--- config.mk ---
export PLATFORM = sky130hd
export DESIGN_NAME = rtc_access_sched
export DESIGN_NICKNAME = d
export VERILOG_FILES = /design/src/rtl/rtc_access_sched_pkg.sv /design/src/rtl/rtc_access_sched_timer.sv /design/src/rtl/rtc_access_sched.sv
export SDC_FILE = /design/constraint.sdc
export NUM_CORES = 1
export LEC_CHECK = 0
export ABC_CLOCK_PERIOD_IN_PS = 11000
export CAP_MARGIN = 20
export CELL_PAD_IN_SITES_DETAIL_PLACEMENT = 1
export CELL_PAD_IN_SITES_GLOBAL_PLACEMENT = 1
export CORE_UTILIZATION = 45
export DETAILED_ROUTE_END_ITERATION = 8
export PLACE_DENSITY = 0.82
export SYNTH_ARGS = -nofsm -noshare
export SYNTH_HDL_FRONTEND = slang
export SYNTH_SLANG_ARGS = --single-unit
--- constraint.sdc ---
create_clock -name clk -period 11 [get_ports clk]
set_input_delay 2.2 -clock clk [delete_from_list [all_inputs] [get_ports clk]]
set_output_delay 2.2 -clock clk [all_outputs]
set_load 0.01 [all_outputs]
--- src/rtl/rtc_access_sched_pkg.sv ---
// Shared definitions for the RTC access scheduler: FSM encoding, default
// register addresses and the idx -> register address mapping.
// Pure package, no timing or flow-control behaviour of its own.
package rtc_access_sched_pkg;

    typedef enum logic [1:0] {
        ST_IDLE  = 2'd0,
        ST_ISSUE = 2'd1,
        ST_WAIT  = 2'd2
    } state_t;

    localparam logic [7:0] DEF_ADDR_SEC  = 8'h21;
    localparam logic [7:0] DEF_ADDR_MIN  = 8'h22;
    localparam logic [7:0] DEF_ADDR_HOUR = 8'h23;

    // Sequence order within a three-command access: seconds, minutes, hours.
    localparam logic [1:0] IDX_SEC  = 2'd0;
    localparam logic [1:0] IDX_MIN  = 2'd1;
    localparam logic [1:0] IDX_HOUR = 2'd2;

    function automatic logic [7:0] idx_to_addr(input logic [1:0] idx,
                                               input logic [7:0] a_sec,
                                               input logic [7:0] a_min,
                                               input logic [7:0] a_hour);
        logic [7:0] a;
        case (idx)
            IDX_SEC: a = a_sec;
            IDX_MIN: a = a_min;
            default: a = a_hour;
        endcase
        return a;
    endfunction

endpackage

--- src/rtl/rtc_access_sched_timer.sv ---
// Free-running wrap counter 0..PERIOD-1; tick is high for the cycle in which
// the count sits at PERIOD-1 (the cycle whose closing edge wraps it to 0).
// No backpressure: ticks are never held or queued here.
// Ports: clk, reset (async, active-high), tick_o (1-cycle wrap pulse).
module rtc_period_timer #(
    parameter int unsigned PERIOD = 100000
) (
    input  logic clk,
    input  logic reset,
    output logic tick_o
);
    localparam int unsigned CW = (PERIOD > 1) ? $clog2(PERIOD) : 1;
    localparam logic [CW-1:0] LAST = CW'(PERIOD - 1);

    logic [CW-1:0] cnt_q;
    logic [CW-1:0] cnt_d;

    always_comb begin
        cnt_d = (cnt_q == LAST) ? '0 : cnt_q + CW'(1);
    end

    always_ff @(posedge clk or posedge reset) begin
        if (reset) cnt_q <= '0;
        else       cnt_q <= cnt_d;
    end

    assign tick_o = (cnt_q == LAST);

endmodule

--- src/rtl/rtc_access_sched.sv ---
// Sole owner of the RTC bus-cycle engine: periodic H/M/S snapshot reads and
// queued write-back of edited time, three byte commands per sequence.
// Latency: one idle cycle between commands; cmd_valid held until cmd_done or timeout.
// Ports: clk/reset; edit_en, commit, wr_h/m/s from the edit path; cmd_* to/from
// the engine; H/M/S + time_valid snapshot; wr_done, busy, err status.
module rtc_access_sched
    import rtc_access_sched_pkg::*;
#(
    parameter int unsigned READ_PERIOD = 100000,
    parameter int unsigned TIMEOUT     = 1023,
    parameter logic [7:0]  ADDR_SEC    = DEF_ADDR_SEC,
    parameter logic [7:0]  ADDR_MIN    = DEF_ADDR_MIN,
    parameter logic [7:0]  ADDR_HOUR   = DEF_ADDR_HOUR
) (
    input  logic       clk,
    input  logic       reset,
    input  logic       edit_en,
    input  logic       commit,
    input  logic [7:0] wr_h,
    input  logic [7:0] wr_m,
    input  logic [7:0] wr_s,
    output logic       cmd_valid,
    output logic       cmd_wr,
    output logic [7:0] cmd_addr,
    output logic [7:0] cmd_wdata,
    input  logic       cmd_done,
    input  logic [7:0] cmd_rdata,
    output logic [7:0] H,
    output logic [7:0] M,
    output logic [7:0] S,
    output logic       time_valid,
    output logic       wr_done,
    output logic       busy,
    output logic       err
);
    localparam int unsigned TW = (TIMEOUT > 1) ? $clog2(TIMEOUT) : 1;
    localparam logic [TW-1:0] TMO_LAST = TW'(TIMEOUT - 1);

    logic            tick;
    state_t          state_q;
    logic [1:0]      idx_q;
    logic            op_wr_q;
    logic [TW-1:0]   tmo_q;
    logic            rd_pend_q, wr_pend_q, retry_q;
    logic [2:0][7:0] wbuf_q;      // [0]=sec [1]=min [2]=hour, as captured on commit
    logic [2:0][7:0] wact_q;      // copy in flight, immune to commits mid-sequence
    logic [1:0][7:0] shadow_q;    // sec/min of the read in progress
    logic [7:0]      h_q, m_q, s_q;
    logic            cmd_valid_q, cmd_wr_q;
    logic [7:0]      cmd_addr_q, cmd_wdata_q;
    logic            time_valid_q, wr_done_q, err_q;

    rtc_period_timer #(.PERIOD(READ_PERIOD)) u_timer (
        .clk    (clk),
        .reset  (reset),
        .tick_o (tick)
    );

    always_ff @(posedge clk or posedge reset) begin
        if (reset) begin
            state_q      <= ST_IDLE;
            idx_q        <= IDX_SEC;
            op_wr_q      <= 1'b0;
            tmo_q        <= '0;
            rd_pend_q    <= 1'b0;
            wr_pend_q    <= 1'b0;
            retry_q      <= 1'b0;
            wbuf_q       <= '0;
            wact_q       <= '0;
            shadow_q     <= '0;
            h_q          <= '0;
            m_q          <= '0;
            s_q          <= '0;
            cmd_valid_q  <= 1'b0;
            cmd_wr_q     <= 1'b0;
            cmd_addr_q   <= '0;
            cmd_wdata_q  <= '0;
            time_valid_q <= 1'b0;
            wr_done_q    <= 1'b0;
            err_q        <= 1'b0;
        end else begin
            time_valid_q <= 1'b0;
            wr_done_q    <= 1'b0;
            err_q        <= 1'b0;

            case (state_q)
                ST_IDLE: begin
                    // Writes win; cmd_done arriving here is simply ignored.
                    if (wr_pend_q) begin
                        state_q   <= ST_ISSUE;
                        op_wr_q   <= 1'b1;
                        idx_q     <= IDX_SEC;
                        wr_pend_q <= 1'b0;
                        wact_q    <= wbuf_q;
                    end else if (rd_pend_q) begin
                        state_q   <= ST_ISSUE;
                        op_wr_q   <= 1'b0;
                        idx_q     <= IDX_SEC;
                        rd_pend_q <= 1'b0;
                    end
                end
                ST_ISSUE: begin
                    // cmd_valid is low during this cycle, which gives the
                    // mandatory idle gap between back-to-back commands.
                    cmd_valid_q <= 1'b1;
                    cmd_wr_q    <= op_wr_q;
                    cmd_addr_q  <= idx_to_addr(idx_q, ADDR_SEC, ADDR_MIN, ADDR_HOUR);
                    cmd_wdata_q <= op_wr_q ? wact_q[idx_q] : 8'h00;
                    tmo_q       <= '0;
                    state_q     <= ST_WAIT;
                end
                ST_WAIT: begin
                    if (cmd_done) begin
                        cmd_valid_q <= 1'b0;
                        if (idx_q == IDX_HOUR) begin
                            state_q <= ST_IDLE;
                            if (op_wr_q) begin
                                wr_done_q <= 1'b1;
                                rd_pend_q <= 1'b1;   // read back what was written
                                retry_q   <= 1'b0;
                            end else begin
                                h_q          <= cmd_rdata;
                                m_q          <= shadow_q[1];
                                s_q          <= shadow_q[0];
                                time_valid_q <= 1'b1;
                            end
                        end else begin
                            if (!op_wr_q) shadow_q[idx_q[0]] <= cmd_rdata;
                            idx_q   <= idx_q + 2'd1;
                            state_q <= ST_ISSUE;
                        end
                    end else if (tmo_q == TMO_LAST) begin
                        cmd_valid_q <= 1'b0;
                        err_q       <= 1'b1;
                        state_q     <= ST_IDLE;
                        // A failed write gets exactly one more attempt.
                        if (op_wr_q && !retry_q) begin
                            wr_pend_q <= 1'b1;
                            retry_q   <= 1'b1;
                        end else if (op_wr_q) begin
                            retry_q   <= 1'b0;
                        end
                    end else begin
                        tmo_q <= tmo_q + TW'(1);
                    end
                end
                default: state_q <= ST_IDLE;
            endcase

            // Request sources come last so a same-cycle set beats the
            // arbitration clear above.
            if (tick && !edit_en) rd_pend_q <= 1'b1;
            if (commit) begin
                wbuf_q    <= {wr_h, wr_m, wr_s};
                wr_pend_q <= 1'b1;
                retry_q   <= 1'b0;
            end
        end
    end

    assign cmd_valid  = cmd_valid_q;
    assign cmd_wr     = cmd_wr_q;
    assign cmd_addr   = cmd_addr_q;
    assign cmd_wdata  = cmd_wdata_q;
    assign H          = h_q;
    assign M          = m_q;
    assign S          = s_q;
    assign time_valid = time_valid_q;
    assign wr_done    = wr_done_q;
    assign err        = err_q;
    assign busy       = (state_q != ST_IDLE);

endmodule

==> results of run 1 <==
layout make-up:
cell class	count	area, um^2
flip-flops and latches	139	3480
fillers	1239	5280
well taps	172	215
clock inverters	11	143
multi-input cells	278	2300
repair buffers	81	836
clock buffers	21	460
inverters	14	57.6
kinds of logic (layout without fill, tap and decap cells):
family	count (synthesis)	count (layout)	share of synthesized area, %
other	1	5	0.0627
and+or+nand+nor	104	104	10.0
xor gates and xnor gates	14	14	2.05
AOI/OAI and AO/OA	46	46	5.19
muxes	101	101	19.3
buffers and inverters	37	127	3.52
adders and majority gates	8	8	1.67
DFF	139	139	58.2
flip-flops by register name, summed over array words and instances, names as in the netlist:
register and count:
H 8, M 8, S 8, cmd_addr 3, cmd_valid 1, cmd_wdata 8, cmd_wr 1, err 1
idx_q 2, op_wr_q 1, rd_pend_q 1, retry_q 1, shadow_q 16, state_q 2, time_valid 1, tmo_q 10
u_timer.cnt_q 17, wact_q 24, wbuf_q 24, wr_done 1, wr_pend_q 1
layer usage:
metal / global-route usage (%) / share of wire (%)
met2: 39.4 / 54
met4: 11.6 / 2.7
met1: 25.5 / 40
met5: 0 / 0
met3: 5.36 / 3.2
stage by stage:
stage | utilization, % | worst slack, ps | power (mW) | hold slack (ps)
floorplan | - | 5080 | 0.979 | 441
global placement | 53.5 | 6410 | 1.09 | 451
detailed placement | 53.6 | 6390 | 1.13 | 460
CTS | 58.3 | 6760 | 1.73 | 477
global route | 58.7 | 6800 | 1.81 | 502
finish | 58.7 | 6900 | 1.73 | 473
layout by cell type (no fill, tap or decap), types with 3 or more instances in the layout:
| cell type | Yosys | final |
|---|---|---|
| a21oi_1 | 3 | 3 |
| a22o_1 | 8 | 8 |
| and2_1 | 4 | 4 |
| and3_1 | 3 | 3 |
| and4b_1 | 3 | 3 |
| bufinv_16 | 0 | 3 |
| clkbuf_16 | 0 | 17 |
| clkdlybuf4s50_1 | 0 | 77 |
| clkinv_2 | 0 | 4 |
| conb_1 | 1 | 5 |
| dfrtp_1 | 139 | 139 |
| ha_1 | 8 | 8 |
| inv_1 | 14 | 13 |
| mux2_2 | 78 | 78 |
| mux2_4 | 8 | 8 |
| mux2i_1 | 13 | 13 |
| nand2_1 | 27 | 27 |
| nand2b_1 | 3 | 3 |
| nand3_1 | 15 | 15 |
| nor2_1 | 17 | 17 |
| nor3_1 | 5 | 5 |
| nor4_1 | 4 | 4 |
| nor4_2 | 3 | 3 |
| o211ai_1 | 6 | 6 |
| o21ai_0 | 17 | 17 |
| or2_2 | 3 | 3 |
| xnor2_1 | 9 | 9 |
| xor2_1 | 5 | 5 |
how the worst max path moves through the flow:
stage / slack, ps / to / from
after floorplan: 5080 / H[0] / reset
after global placement: 6410 / M[6] / cmd_done
after detailed placement: 6390 / M[7] / cmd_done
after CTS: 6760 / M[3] / cmd_done
after global routing: 6800 / busy / state_q[0]
final: 6900 / busy / state_q[0]
worst register-to-register path, cell delays in order, from the launching register on:
cell and delay (ps):
dfrtp_1 750, ha_1 340, and3_4 230, and2_1 530, buf_8 240, mux2_2 350
where the power goes:
part	internal (mW)	leakage [nW]	switching, mW
combinational	0.227	1.24	0.189
clock	0.368	0.293	0.216
sequential	0.630	1.77	0.0977
total	1.22	3.31	0.502
==> flow_metrics.py, run 1 <==
metrics = {
    "outcome": {
        "status": "completed",
    },
    "global_route": {
        "grt_usage_pct": 22.5,
        "grt_pass1_wl_um": 22500,
        "antenna_found_initial": 0,
        "overflow": 0,
        "grt_pass1_vias": 4332,
        "grt_max_degree": 77,
    },
    "synthesis": {
        "synth_area_um2": 5980,
        "avgSynthCellArea_um2": 13.3,
        "synth_commonest_cells": "dfrtp_1, mux2_2, nand2_1",
        "ys_seq_area_share_pct": 58.2,
        "yosys-top-cells-area": "dfrtp_1, mux2_2, mux2i_1",
        "synth_top_area_cell": "dfrtp_1",
        "ys_warn_count": 0,
        "async_reset_ff_share_pct": 100,
        "synth-edff-count": 0,
        "syn_inst": 450,
        "ys.flop_type": "dfrtp_1",
        "synth_seq_cells": 139,
        "ys_types": 51,
        "netlist.area_leader.share_pct": 58.2,
        "synthMostInstantiatedCell": "dfrtp_1",
    },
    "timing": {
        "slew_headroom_pct": 43.3,
        "finalSetupTns_ps": 0,
        "report.final.slew_viol_count": 0,
        "fmax_mhz": 244,
        "min_period_ps": 4100,
        "hold_viol": 0,
        "setup_viol": 0,
        "fin_crit_sh_pct": 37.3,
        "rsz0062_at_grt": "no",
        "fin_skew_ps": 4.98,
        "tightestPinTransition_ps": 847,
    },
    "clock_network": {
        "cts_tree": "done",
        "cts_buffers": 17,
        "cts-resized-gates": 0,
        "cts_max_level": 4,
        "clock-root-buffer": "clkbuf_16",
        "cts_hold_buf": 0,
        "cts_buffer_depth": 2,
        "cts_setup_buffers": 0,
        "clk_pin_slew_ps": 60,
        "numClockSinks": 139,
        "insertion_delay_ps": 420,
    },
    "worst_hold_path": {
        "worstHoldStart": "cmd_addr[5]",
        "hold_class": "flop to flop",
        "whs_path_depth": 1,
        "holdPathEnd": "cmd_addr[5]",
    },
    "worst_setup_path": {
        "cp_top_family": "buffers and inverters",
        "crit_type": "flop to output pin",
        "rr_startpoint": "idx_q[1]",
        "crit_slowest_cell": "dfrtp_1",
        "worstPathRequired_ps": 8800,
        "crit_arrival_ps": 1900,
        "cp.depth": 3,
        "cp-end-kind": "output pin",
        "cp-start-kind": "flop",
        "path_buf_inv": 2,
        "worst_r2r_path_depth": 5,
        "path_max_fanout": 10,
        "crit_chain": "nor2_1, inv_1, clkdlybuf4s50_1",
        "cpPeakStageDelay_ps": 520,
        "regToRegEndpoint": "M[5]",
        "r2r_setup_slack_ps": 8450,
    },
    "floorplanning": {
        "die_h_um": 117,
        "core_um2": 12800,
        "rows": 41,
        "ioPinCount": 83,
        "die_area_um2": 13700,
        "fp.dieW_um": 117,
        "start_util_pct": 46.8,
    },
    "cells_and_area": {
        "areaGrowthSynthToFinish_pct": 25.4,
        "final_cell_area_um2": 7490,
        "drive_gt1_share_pct": 25.0,
        "num-nets-final": 576,
        "antenna_cells": 0,
        "stdcell_count": 716,
    },
    "drt": {
        "wl_per_cell_um": 19.6,
        "routed_via_density": 5.41,
        "routed_wl_um": 14100,
        "initialDrtViolationCount": 208,
        "vias": 3870,
        "dr.pass1.iters": 4,
        "detail-route-antenna-nets": 0,
        "drc": 0,
    },
    "placement": {
        "dpl.cell_count": 682,
        "gp_congestion": 0.810,
        "port_buffers": 77,
        "dp_hpwl_um": 8850,
        "place_area_um2": 6850,
    },
    "power_and_ir_drop": {
        "ir_drop_v": 0.000104,
        "power_leakage_nw": 3.31,
        "power_density_nw_per_um2": 231,
    },
    "job": {
        "drv_cap": 0,
    },
}
(Power assumes the default switching activity.)
==> run 2: changes to the inputs <==
Settings changed: ABC_CLOCK_PERIOD_IN_PS 11000 to 4000.
Clock period 11 ns to 4 ns, I/O delays scaled along.
==> flow_metrics.py, run 2 (synthesized netlist as in run 1, its figures left out) <==
metrics = {
    "outcome": {
        "status": "completed",
    },
    "power_and_ir_drop": {
        "ir_drop_v": 0.000358,
        "power_density_nw_per_um2": 628,
        "power_leakage_nw": 3.30,
    },
    "worst_setup_path": {
        "regToRegEndpoint": "shadow_q[3]",
        "crit_arrival_ps": 1880,
        "r2r_setup_slack_ps": 1610,
        "path_max_fanout": 10,
        "crit_type": "flop to output pin",
        "crit_chain": "nor2_1, inv_1, clkdlybuf4s50_1",
        "worstPathRequired_ps": 3200,
        "rr_startpoint": "idx_q[0]",
        "cp-end-kind": "output pin",
        "cpPeakStageDelay_ps": 500,
        "cp-start-kind": "flop",
        "crit_slowest_cell": "dfrtp_1",
        "worst_r2r_path_depth": 5,
    },
    "timing": {
        "min_period_ps": 2680,
        "rsz0062_at_grt": "no",
        "tightestPinTransition_ps": 911,
        "setup_viol": 0,
        "fin_crit_sh_pct": 67.0,
        "fin_ws_ps": 1320,
        "fmax_mhz": 373,
        "finalSetupTns_ps": 0,
        "hold_viol": 0,
        "report.final.slew_viol_count": 0,
        "slew_headroom_pct": 39.2,
        "fin_skew_ps": 8.62,
    },
    "drt": {
        "wl_per_cell_um": 19.1,
        "detail-route-antenna-nets": 0,
        "dr.pass1.iters": 4,
        "drc": 0,
        "vias": 3836,
        "initialDrtViolationCount": 285,
        "routed_wl_um": 13700,
        "routed_via_density": 5.36,
    },
    "cells_and_area": {
        "antenna_cells": 0,
        "stdcell_count": 716,
        "final_cell_mix": "dfrtp_1, mux2_2, clkdlybuf4s50_1, nand2_1",
        "areaGrowthSynthToFinish_pct": 25.5,
        "nFillCells": 1253,
        "num-nets-final": 577,
        "final_cell_area_um2": 7500,
        "largestRegisters": "wact_q (24), wbuf_q (24), u_timer.cnt_q (17)",
        "multi_input_area_um2": 2300,
        "final_common_cell": "dfrtp_1",
        "drive_gt1_share_pct": 25.4,
        "seqCellArea_um2": 3480,
    },
    "floorplanning": {
        "core_um2": 12800,
        "start_util_pct": 46.8,
        "die_area_um2": 13700,
        "rows": 41,
        "ioPinCount": 83,
        "die_h_um": 117,
        "fp.dieW_um": 117,
    },
    "worst_hold_path": {
        "whs_path_depth": 1,
        "worstHoldStart": "cmd_addr[5]",
        "hold_class": "flop to flop",
        "holdPathEnd": "cmd_addr[5]",
    },
    "global_route": {
        "grt_max_degree": 65,
        "grt_pass1_wl_um": 22300,
        "overflow": 0,
        "grt_usage_pct": 22.0,
        "antenna_found_initial": 0,
        "grt_pass1_vias": 4306,
    },
    "clock_network": {
        "cts_max_level": 4,
        "insertion_delay_ps": 420,
        "cts_buffer_depth": 2,
        "clk_pin_slew_ps": 60,
        "clock-root-buffer": "clkbuf_16",
        "numClockSinks": 139,
        "cts_hold_buf": 0,
        "cts_buffers": 17,
        "cts_tree": "done",
        "cts_setup_buffers": 0,
        "cts-resized-gates": 0,
    },
    "job": {
        "drv_cap": 0,
    },
    "placement": {
        "gp_congestion": 0.796,
        "dp_hpwl_um": 9120,
        "place_area_um2": 6880,
        "dp_slack_ps": 1220,
        "dpl.cell_count": 684,
        "port_buffers": 77,
    },
}
-- run 2: cell count changes in the layout (fill, tap and decap cells not counted) --
cell,previous run,this run
clkinv_2,4,3
buf_8,2,0
buf_12,0,2
buf_4,1,2
inv_6,2,3
clkbuf_1,2,0
clkbuf_8,2,0
clkinvlp_4,2,5
-- run 2: cell type report --
type	instances	share of cell area (%)
multi-input cells	278	30.7
clock buffers	17	5.67
flip-flops and latches	139	46.4
repair buffers	82	11.4
clock inverters	14	2.27
well taps	172	2.87
inverters	14	0.750
-- run 2: worst max path at each step --
stage / endpoint / startpoint / depth (start not counted) / slack [ps]
after detailed placement: S[6] / cmd_done / 5 / 1220
after global placement: H[7] / cmd_done / 5 / 1290
final: busy / state_q[0] / 3 / 1320
after CTS: busy / state_q[0] / 3 / 1360
after floorplan: H[0] / reset / 1 / 1460
after global routing: busy / state_q[0] / 3 / 1230
-- run 2: through the flow --
stage / utilization [%] / power [mW] / hold slack (ps)
after global placement: 53.9 / 3.01 / 453
after CTS: 58.5 / 4.72 / 472
final: 58.7 / 4.71 / 465
after detailed placement: 53.9 / 3.09 / 458
after floorplan: - / 2.69 / 441
after global routing: 58.7 / 4.95 / 510
-- run 2: worst max-delay path, delay by kind of cell (launching register included) --
family        cells  cell delay, ps
flops             1             500
buf+inv           2             570
simple gates      1             380
-- run 2: layer usage --
layer / vias up / global-route usage (%) / wire [um]
met5: - / 0 / 0
met4: 0 / 7.34 / 233
met3: 19 / 5.51 / 380
met2: 68 / 39.6 / 7450
met1: 2008 / 25.5 / 5610
li1: 1741 / - / -
-- run 2: power breakdown --
| group | internal [mW] | total (mW) | switching (mW) | leakage (nW) |
|---|---|---|---|---|
| registers | 1.73 | 2.00 | 0.263 | 1.77 |
| clock network | 0.978 | 1.59 | 0.610 | 0.282 |
| logic | 0.624 | 1.12 | 0.500 | 1.25 |
| total | 3.34 | 4.71 | 1.37 | 3.30 |
